**config.mk**
```make
export PLATFORM = sky130hd
export DESIGN_NAME = btb_predictor_flat
export DESIGN_NICKNAME = d
export VERILOG_FILES = /design/src/rtl/btb_predictor_if.sv /design/src/rtl/btb_predictor.sv /design/src/flat_wrapper.sv
export SDC_FILE = /design/constraint.sdc
export NUM_CORES = 2
export LEC_CHECK = 0
export ABC_AREA = 0
export ABC_CLOCK_PERIOD_IN_PS = 14200
export CAP_MARGIN = 20
export CORE_MARGIN = 2
export CORE_UTILIZATION = 34
export CTS_BUF_LIST = sky130_fd_sc_hd__clkbuf_8
export DETAILED_ROUTE_END_ITERATION = 12
export MAX_ROUTING_LAYER = met4
export PLACE_DENSITY = 0.56
export SYNTH_ARGS = -nofsm -noshare
export SYNTH_HDL_FRONTEND = slang
export SYNTH_SLANG_ARGS = --single-unit
```
**constraint.sdc**
```tcl
create_clock -name clk_i -period 14.2 [get_ports clk_i]
set_clock_uncertainty 0.15 [all_clocks]
set_input_delay 2.84 -clock clk_i [delete_from_list [all_inputs] [get_ports clk_i]]
set_output_delay 2.84 -clock clk_i [all_outputs]
set_load 0.02 [all_outputs]
```
**src/rtl/btb_predictor_if.sv**
```systemverilog
// Fetch lookup and ID-stage resolution bundle for the branch target buffer.
// The predictor sits on the slave side; fetch/ID logic drives the master side.
interface btb_predictor_if #(
    parameter int XLEN = 32
);
    logic            enable;
    logic [XLEN-1:0] pc;
    logic            predicted;
    logic [XLEN-1:0] predicted_address;
    logic            upd_valid;
    logic [XLEN-1:0] upd_pc;
    logic            upd_taken;
    logic            upd_is_jump;
    logic [XLEN-1:0] upd_target;
    logic            flush_all;
    logic            upd_mispredict;

    modport master (
        output enable, pc, upd_valid, upd_pc, upd_taken, upd_is_jump, upd_target, flush_all,
        input  predicted, predicted_address, upd_mispredict
    );

    modport slave (
        input  enable, pc, upd_valid, upd_pc, upd_taken, upd_is_jump, upd_target, flush_all,
        output predicted, predicted_address, upd_mispredict
    );
endinterface

```
**src/rtl/btb_predictor.sv**
```systemverilog
// Direct-mapped BTB with 2-bit direction counters; lookup and mispredict are combinational,
// updates/flush/reset land on the next rising edge; no backpressure, one update per cycle.
module btb_predictor #(
    parameter int         XLEN     = 32,
    parameter int         ENTRIES  = 16,
    parameter logic [1:0] CNT_INIT = 2'b01
) (
    input  logic           clk_i,
    input  logic           rst_i,
    btb_predictor_if.slave btb
);
    localparam int IDX = $clog2(ENTRIES);
    localparam int TAG = XLEN - 2 - IDX;

    logic            valid_q  [ENTRIES];
    logic            valid_d  [ENTRIES];
    logic [TAG-1:0]  tag_q    [ENTRIES];
    logic [TAG-1:0]  tag_d    [ENTRIES];
    logic [XLEN-1:0] target_q [ENTRIES];
    logic [XLEN-1:0] target_d [ENTRIES];
    logic [1:0]      cnt_q    [ENTRIES];
    logic [1:0]      cnt_d    [ENTRIES];

    logic [IDX-1:0]  lk_idx;
    logic [TAG-1:0]  lk_tag;
    logic            lk_hit;
    logic [IDX-1:0]  up_idx;
    logic [TAG-1:0]  up_tag;
    logic            up_hit;
    logic            up_pred_t;
    logic [XLEN-1:0] up_pred_a;
    logic            unused_addr_lsbs;

    assign unused_addr_lsbs = ^{btb.pc[1:0], btb.upd_pc[1:0]};

    assign lk_idx = btb.pc[IDX+1:2];
    assign lk_tag = btb.pc[XLEN-1:IDX+2];
    assign lk_hit = valid_q[lk_idx] && (tag_q[lk_idx] == lk_tag);

    assign btb.predicted         = lk_hit & cnt_q[lk_idx][1];
    assign btb.predicted_address = btb.predicted ? target_q[lk_idx] : btb.pc + XLEN'(4);

    // The resolving instruction is looked up against the same pre-update state as fetch.
    assign up_idx    = btb.upd_pc[IDX+1:2];
    assign up_tag    = btb.upd_pc[XLEN-1:IDX+2];
    assign up_hit    = valid_q[up_idx] && (tag_q[up_idx] == up_tag);
    assign up_pred_t = up_hit & cnt_q[up_idx][1];
    assign up_pred_a = up_pred_t ? target_q[up_idx] : btb.upd_pc + XLEN'(4);

    assign btb.upd_mispredict = btb.upd_valid &
                                ((up_pred_t != btb.upd_taken) |
                                 (up_pred_t & btb.upd_taken & (up_pred_a != btb.upd_target)));

    always_comb begin
        valid_d  = valid_q;
        tag_d    = tag_q;
        target_d = target_q;
        cnt_d    = cnt_q;
        if (btb.enable) begin
            if (btb.flush_all) begin
                // Flush only drops valid bits; counters and targets stay for cheap reallocation.
                for (int i = 0; i < ENTRIES; i++) begin
                    valid_d[i] = 1'b0;
                end
            end else if (btb.upd_valid) begin
                if (up_hit) begin
                    if (btb.upd_is_jump) begin
                        cnt_d[up_idx]    = 2'd3;
                        target_d[up_idx] = btb.upd_target;
                    end else if (btb.upd_taken) begin
                        if (cnt_q[up_idx] != 2'd3) begin
                            cnt_d[up_idx] = cnt_q[up_idx] + 2'd1;
                        end
                        target_d[up_idx] = btb.upd_target;
                    end else if (cnt_q[up_idx] != 2'd0) begin
                        cnt_d[up_idx] = cnt_q[up_idx] - 2'd1;
                    end
                end else if (btb.upd_taken) begin
                    valid_d[up_idx]  = 1'b1;
                    tag_d[up_idx]    = up_tag;
                    target_d[up_idx] = btb.upd_target;
                    cnt_d[up_idx]    = btb.upd_is_jump ? 2'd3 : 2'd2;
                end
            end
        end
    end

    always_ff @(posedge clk_i) begin
        if (rst_i) begin
            for (int i = 0; i < ENTRIES; i++) begin
                valid_q[i]  <= 1'b0;
                tag_q[i]    <= '0;
                target_q[i] <= '0;
                cnt_q[i]    <= CNT_INIT;
            end
        end else begin
            valid_q  <= valid_d;
            tag_q    <= tag_d;
            target_q <= target_d;
            cnt_q    <= cnt_d;
        end
    end
endmodule
```
**src/flat_wrapper.sv**
```systemverilog
// flat-port wrapper written by rule: the top's interface ports become plain ports
module btb_predictor_flat 
#(
    parameter int         XLEN     = 32,
    parameter int         ENTRIES  = 16,
    parameter logic [1:0] CNT_INIT = 2'b01
)
  (clk_i, rst_i, btb_enable, btb_pc, btb_upd_valid, btb_upd_pc, btb_upd_taken, btb_upd_is_jump, btb_upd_target, btb_flush_all, btb_predicted, btb_predicted_address, btb_upd_mispredict);
  btb_predictor_if #(.XLEN(XLEN)) btb_i ();
  input  logic clk_i;
  input  logic rst_i;
  input wire logic [$bits(btb_i.enable)-1:0] btb_enable;
  input wire logic [$bits(btb_i.pc)-1:0] btb_pc;
  input wire logic [$bits(btb_i.upd_valid)-1:0] btb_upd_valid;
  input wire logic [$bits(btb_i.upd_pc)-1:0] btb_upd_pc;
  input wire logic [$bits(btb_i.upd_taken)-1:0] btb_upd_taken;
  input wire logic [$bits(btb_i.upd_is_jump)-1:0] btb_upd_is_jump;
  input wire logic [$bits(btb_i.upd_target)-1:0] btb_upd_target;
  input wire logic [$bits(btb_i.flush_all)-1:0] btb_flush_all;
  output wire logic [$bits(btb_i.predicted)-1:0] btb_predicted;
  output wire logic [$bits(btb_i.predicted_address)-1:0] btb_predicted_address;
  output wire logic [$bits(btb_i.upd_mispredict)-1:0] btb_upd_mispredict;
  assign btb_i.enable = btb_enable;
  assign btb_i.pc = btb_pc;
  assign btb_i.upd_valid = btb_upd_valid;
  assign btb_i.upd_pc = btb_upd_pc;
  assign btb_i.upd_taken = btb_upd_taken;
  assign btb_i.upd_is_jump = btb_upd_is_jump;
  assign btb_i.upd_target = btb_upd_target;
  assign btb_i.flush_all = btb_flush_all;
  assign btb_predicted = btb_i.predicted;
  assign btb_predicted_address = btb_i.predicted_address;
  assign btb_upd_mispredict = btb_i.upd_mispredict;
  btb_predictor #(.XLEN(XLEN), .ENTRIES(ENTRIES), .CNT_INIT(CNT_INIT)) u_core (.clk_i(clk_i), .rst_i(rst_i), .btb(btb_i));
endmodule
```
---- Word-level counts from Yosys, hierarchy flattened ----
Cells that the tools add are included.
word-level totals
  bits in registers ....................... 976
  output and inout bits ................... 34
cells by class
  add/subtract/negate cells ............... 4
  $lt $le $gt $ge ......................... 3
  eq/ne operators ......................... 7
  mux-type cells .......................... 53
  bitwise gates (word level) .............. 12
  reductions and logical operators ........ 12
operators by type and width
  operator               count
  $mux 512               3
  $bwmux 512             1
  $bwmux 416             1
  $mux 32                13
  $bmux 32 s4            2
  $bmux 26 s4            2
  $mux 26                5
  $demux 32 s4           1
  $demux 26 s4           1
  $bwmux 32              3
  $add 32x3->32 const B  2
  $mux 16                4
  $eq 26x26->1           2
  $ne 32x32->1           1
  $or 32x32->32          1
  $bmux 2 s4             2
  $or 16x16->16          1
  $ge 5x5->1 const B     2
  $mux 2                 5
  $not 4->5              2
  $bmux 1 s4             2
  $demux 2 s4            1
  $reduce_bool 2->1      4
  $mux 1                 6
  other kinds (16)       24

---- Longest topological paths before layout ----
  depth after elaboration ................. 12
  mapped depth ............................ 22

---- Worst setup path before layout ----
No wires, ideal clock.
  path type ............................... input to output
  start ................................... input btb_pc[2]
  end ..................................... output btb_predicted_address[5]
  data arrival time ....................... 6.918 ns
  slack ................................... 4.292 ns
  stages on the path ...................... 15
  path buffers ............................ 4
  path through ............................ clkbuf_1 clkbuf_1 buf_1 mux4_2 mux4_2 xnor2_1 nand3_1 nor4_1 and4_1 clkbuf_1 a21boi_0 o21ai_0 o311ai_0 o21a_1 mux2i_1
on the way
  word-level cells in the longest chain between the ends .. 8
  elaborated cells on any way between the ends .. 18
ends and longest elaborated chain
  element                                      line                                                           source
  start: declaration                           flat_wrapper.sv:13                                             input wire logic [$bits(btb_i.pc)-1:0] btb_pc;
  $not 4->5 (not written as such)              btb_predictor.sv:38, btb_predictor.sv:40, btb_predictor.sv:41
  $bmux 26 s4                                  btb_predictor.sv:38                                            assign lk_hit = valid_q[lk_idx] && (tag_q[lk_idx] == lk_tag);
  $mux 26 (not written as such) (2 in series)  btb_predictor.sv:38
  $eq 26x26->1                                 btb_predictor.sv:38
  $logic_and 1x1->1                            btb_predictor.sv:38
  $and 1x1->1                                  btb_predictor.sv:40                                            assign btb.predicted = lk_hit & cnt_q[lk_idx][1];
  $mux 32 (*)                                  btb_predictor.sv:41                                            assign btb.predicted_address = btb.predicted ? target_q[lk_idx] : btb.pc + XLEN'(4);
  end: declaration                             flat_wrapper.sv:21                                             output wire logic [$bits(btb_i.predicted_address)-1:0] btb_predicted_address;
Mark *: on every way between the ends. The rest lies on a longest branch, timed or not. The select of a mux whose other input is x is not followed.

---- Worst setup path after layout ----
  start ................................... input btb_upd_pc[2]
  end ..................................... output btb_upd_mispredict
on the way
  word-level cells in the longest chain between the ends .. 12
  elaborated cells on any way between the ends .. 24
ends and longest elaborated chain
  element                                      line                                                           source
  start: declaration                           flat_wrapper.sv:15                                             input wire logic [$bits(btb_i.upd_pc)-1:0] btb_upd_pc;
  $not 4->5 (not written as such)              btb_predictor.sv:46, btb_predictor.sv:47, btb_predictor.sv:48
  $bmux 26 s4                                  btb_predictor.sv:46                                            assign up_hit = valid_q[up_idx] && (tag_q[up_idx] == up_tag);
  $mux 26 (not written as such) (2 in series)  btb_predictor.sv:46
  $eq 26x26->1                                 btb_predictor.sv:46
  $logic_and 1x1->1                            btb_predictor.sv:46
  $and 1x1->1                                  btb_predictor.sv:47                                            assign up_pred_t = up_hit & cnt_q[up_idx][1];
  $mux 32                                      btb_predictor.sv:48                                            assign up_pred_a = up_pred_t ? target_q[up_idx] : btb.upd_pc + XLEN'(4);
  $ne 32x32->1                                 btb_predictor.sv:52                                            (up_pred_t & btb.upd_taken & (up_pred_a != btb.upd_target)));
  $and 1x1->1                                  btb_predictor.sv:52
  $or 1x1->1 (*)                               btb_predictor.sv:51                                            ((up_pred_t != btb.upd_taken) |
  $and 1x1->1 (*)                              btb_predictor.sv:50                                            assign btb.upd_mispredict = btb.upd_valid &
  end: declaration                             flat_wrapper.sv:22                                             output wire logic [$bits(btb_i.upd_mispredict)-1:0] btb_upd_mispredict;
Marks and branches as above.

==> impl_metrics.py <==
metrics = {
    "status": {
        "status": "finished, final reports clean",
    },
    "drt": {
        "drtAntennaViolNets": 0,
        "highest_layer": "met4",
        "wl_per_cell_um": 27.51,
        "wl_met2_mm": 88.26,
        "drt-met1-wl_mm": 86.73,
        "firstDrtPassIters": 8,
        "drcViolationCount": 0,
        "drt_iter0_drc": 5968,
        "viasPerCell": 5.965,
        "dr_wl_met3_mm": 21.59,
        "vias": 44180,
        "wl_mm": 203.7,
    },
    "critical_path": {
        "worstSetupPathType": "in2out",
        "end_kind": "primary output",
        "worstPathArrival_ns": 9.91,
        "startpoint_type": "primary input",
        "worstReg2RegEnd": "u_core.tag_q[279]",
        "r2r-start": "u_core.tag_q[19]",
        "worstPathMaxFanout": 71,
        "reg2regPathDepth": 14,
        "r2r_slack_ns": 8.18,
        "critPathLaunch": "btb_upd_pc[2]",
        "required_ns": 11.21,
    },
    "worst_hold_path": {
        "worstHoldPathCells": 2,
        "min_delay_worst_endpoint": "u_core.tag_q[349]",
        "hold_class": "reg2reg",
        "hp-start": "u_core.tag_q[349]",
    },
    "layout": {
        "final_nets": 5298,
        "stdcell_count": 7407,
        "n_fill_cell": 15470,
        "area_growth_pct": 11.62,
        "seq_area_um2": 19540,
        "drive_above_1_share_pct": 19.26,
        "final_util_pct": 38.15,
        "multi_input_comb_area_um2": 31980,
    },
    "floorplanning": {
        "die_h_um": 402.5,
        "placeableCoreArea_um2": 158000,
        "start_util_pct": 34.17,
        "die_area_um2": 162000,
        "row_count": 146,
        "dieWidth_um": 402.5,
        "ioPinCount": 137,
    },
    "grt": {
        "grt_pass1_vias": 41530,
        "grt_overflow": 0,
        "antenna_found_initial": 20,
        "grt_max_degree": 201,
        "grt_pass1_wl_mm": 295.8,
        "grtUsageTotal_pct": 25.27,
    },
    "synth": {
        "synth.net_count": 5419,
        "synthAdderAreaFrac_pct": 0.1854,
        "synth_ff_type": "dfxtp_1",
        "synth_warnings": 0,
        "synth_top_family_by_area": "multiplexers",
        "synth_compound_area_share_pct": 9.428,
        "synth.area.mux_share_pct": 35.93,
        "async_flop_share_pct": 0,
        "synth-simple-area-share_pct": 11.65,
        "syn_inst": 5308,
        "synth-xor-area-share_pct": 1.671,
        "synth_area_leader_cell": "dfxtp_1",
        "synth_edf_count": 0,
        "syn_area_per_cell_um2": 10.17,
        "synth-seq-area-share_pct": 36.18,
        "syn-cell-area_um2": 54000,
        "synth-seq-cells": 976,
        "synth_top_cell_area_share_pct": 36.18,
        "yosysUniqueCellTypes": 77,
        "yosys-top-cells-area": "dfxtp_1 36%, mux4_2 22%, mux2i_1 13%, nor2_1 5.1%, o21ai_0 3.4%",
    },
    "clock_tree": {
        "numCtsBuffers": 175,
        "ctsHoldBuffers": 0,
        "cts_root_buf": "clkbuf_8",
        "clk_transition_reported_paths_ns": 0.06,
        "post_cts_resize_count": 0,
        "post_cts.repair.setup_buffers": 0,
        "clk_latency_ns": 0.93,
        "cts_tree": "yes",
        "htreeDepth": 4,
        "clockBufferDepth": 3,
        "clock-sinks": 976,
    },
    "sta": {
        "setup_viol": 0,
        "setup_tns_ns": 0,
        "max_freq_ghz": 0.07752,
        "fin_crit_sh_pct": 90.84,
        "maxSlewViolCount": 0,
        "setup_ws_ns": 1.300,
        "worst_hold_slack_ns": 0.3388,
        "tightest_slew_ns": 1.174,
        "rsz0062_at_grt": "false",
        "period_needed_ns": 12.90,
        "hold_violations": 0,
        "slew_headroom_pct": 21.03,
    },
    "pwr": {
        "pwr_density_cell_nw_per_um2": 100.2,
        "vdd_ir_drop_max_mv": 0.06416,
        "p_leak_nw": 19.46,
    },
    "placement": {
        "place_ws_ns": 1.598,
        "dp.cells": 7080,
        "dp_hpwl_mm": 122.4,
        "gp_congestion": 0.9694,
        "port_buffers": 136,
    },
    "flow_run": {
        "cap_viol_max_count": 0,
    },
}
==> how the worst max path moves through the flow <==
stage,endpoint,depth (start not counted)
2_1_floorplan,btb_predicted_address[5],15
3_3_place_gp,btb_upd_mispredict,14
3_5_place_dp,btb_upd_mispredict,14
4_1_cts,btb_upd_mispredict,14
5_1_grt,btb_upd_mispredict,14
6_report,btb_upd_mispredict,14
==> synthesized netlist by cell type (4+ instances only) <==
cell / instances
buf_4: 24
a21oi_1: 334
a31oi_1: 7
a32o_1: 26
o21ai_0: 367
and4_1: 5
nor3_1: 20
and3_1: 10
dfxtp_1: 976
and2_1: 15
buf_6: 35
a21o_1: 6
nor2_1: 735
o211ai_1: 28
o22ai_1: 7
nand2_1: 472
buf_1: 77
buf_2: 76
nor4_1: 11
a2bb2oi_1: 4
nand2b_1: 5
a22oi_1: 30
inv_1: 25
or4_1: 5
a22o_1: 5
xor2_1: 31
clkbuf_1: 347
xnor2_1: 72
nor4_2: 4
nor2b_1: 22
nor2_2: 11
nand3b_1: 6
ha_1: 8
mux2i_1: 720
or2_2: 25
mux2_2: 17
nor2_8: 10
o21a_1: 21
a221oi_1: 4
nand3_1: 57
a211o_1: 15
nand4_1: 44
mux4_2: 532
==> metrics by stage <==
stage / power [mW] / area [um^2]
2_1_floorplan: 3.144 / 54000
3_3_place_gp: 3.342 / 56610
3_5_place_dp: 3.343 / 56610
4_1_cts: 6.076 / 60220
5_1_grt: 6.222 / 60270
6_report: 6.038 / 60280
==> cell type report <==
cell class	instances	area share, %
multi-input cells	3745	53.05
flip-flops and latches	976	32.41
clock buffers	224	5.115
well taps	2072	4.301
repair buffers	263	4.014
clock inverters	87	0.8780
inverters	26	0.1661
diodes	14	0.05812
==> cells in the final DEF, fill, tap and decap left out, types with 6 or more instances in the layout <==
master           instances
nor2_1                 723
o211ai_1                28
dfxtp_1                976
clkinv_2                15
a32o_1                  26
mux2_2                  17
xor2_1                  31
a211o_1                 15
or2_2                   25
nand3_1                 53
inv_1                   79
nor2b_1                 22
a21o_1                   6
mux4_2                 532
o21a_1                  21
and3_1                  10
nor4_1                  11
nand3b_1                 6
nand2_2                  9
o21ai_0                367
a22oi_1                 30
nor2_8                  10
mux2i_1                720
diode_2                 14
nand2_1                463
nand4_1                 44
clkbuf_8               224
a21oi_1                334
and2_1                  15
buf_12                   6
clkdlybuf4s50_1        127
xnor2_1                 72
o22ai_1                  7
a31oi_1                  7
nor2_2                   9
buf_4                  121
ha_1                     8
nor3_1                  18
nor2_4                  14
==> kinds of logic (layout without fill, tap and decap cells) <==
kind of cell    Yosys count  after routing
xor+xnor                103            103
simple gates           1470           1470
fa+ha+maj                 8              8
mux                    1271           1271
flops                   976            976
other cells               0             14
compound gates          893            893
buf+inv                 587            600
==> power breakdown <==
| group | total (mW) | internal [mW] | switching, mW |
|---|---|---|---|
| clock | 2.74 | 1.47 | 1.27 |
| sequential | 2.75 | 2.75 | 0.00514 |
| combinational | 0.543 | 0.175 | 0.368 |
==> registers in the layout (all words and copies together) (netlist names) <==
register and flops:
u_core.cnt_q 32, u_core.valid_q 16, u_core.target_q 512, u_core.tag_q 416
==> worst max-delay path, cell delays in order <==
cell	delay [ns]
buf_8	0.53
buf_4	0.43
buf_4	0.25
mux4_2	0.58
mux2i_1	0.14
o21ai_0	0.26
o2bb2ai_1	0.49
and4_2	0.96
nand3_1	0.97
a211oi_1	0.45
a211oi_1	0.09
nor4b_1	0.17
a31oi_1	0.73
clkdlybuf4s50_1	0.77
==> routing by layer <==
| metal | vias up | GRT usage, % |
|---|---|---|
| met5 | - | - |
| met4 | 0 | 8.884 |
| met3 | 419 | 6.043 |
| met2 | 2296 | 36.11 |
| met1 | 22380 | 34.80 |
| li1 | 19090 | - |
No activity file was read; power rests on OpenSTA's default activity.
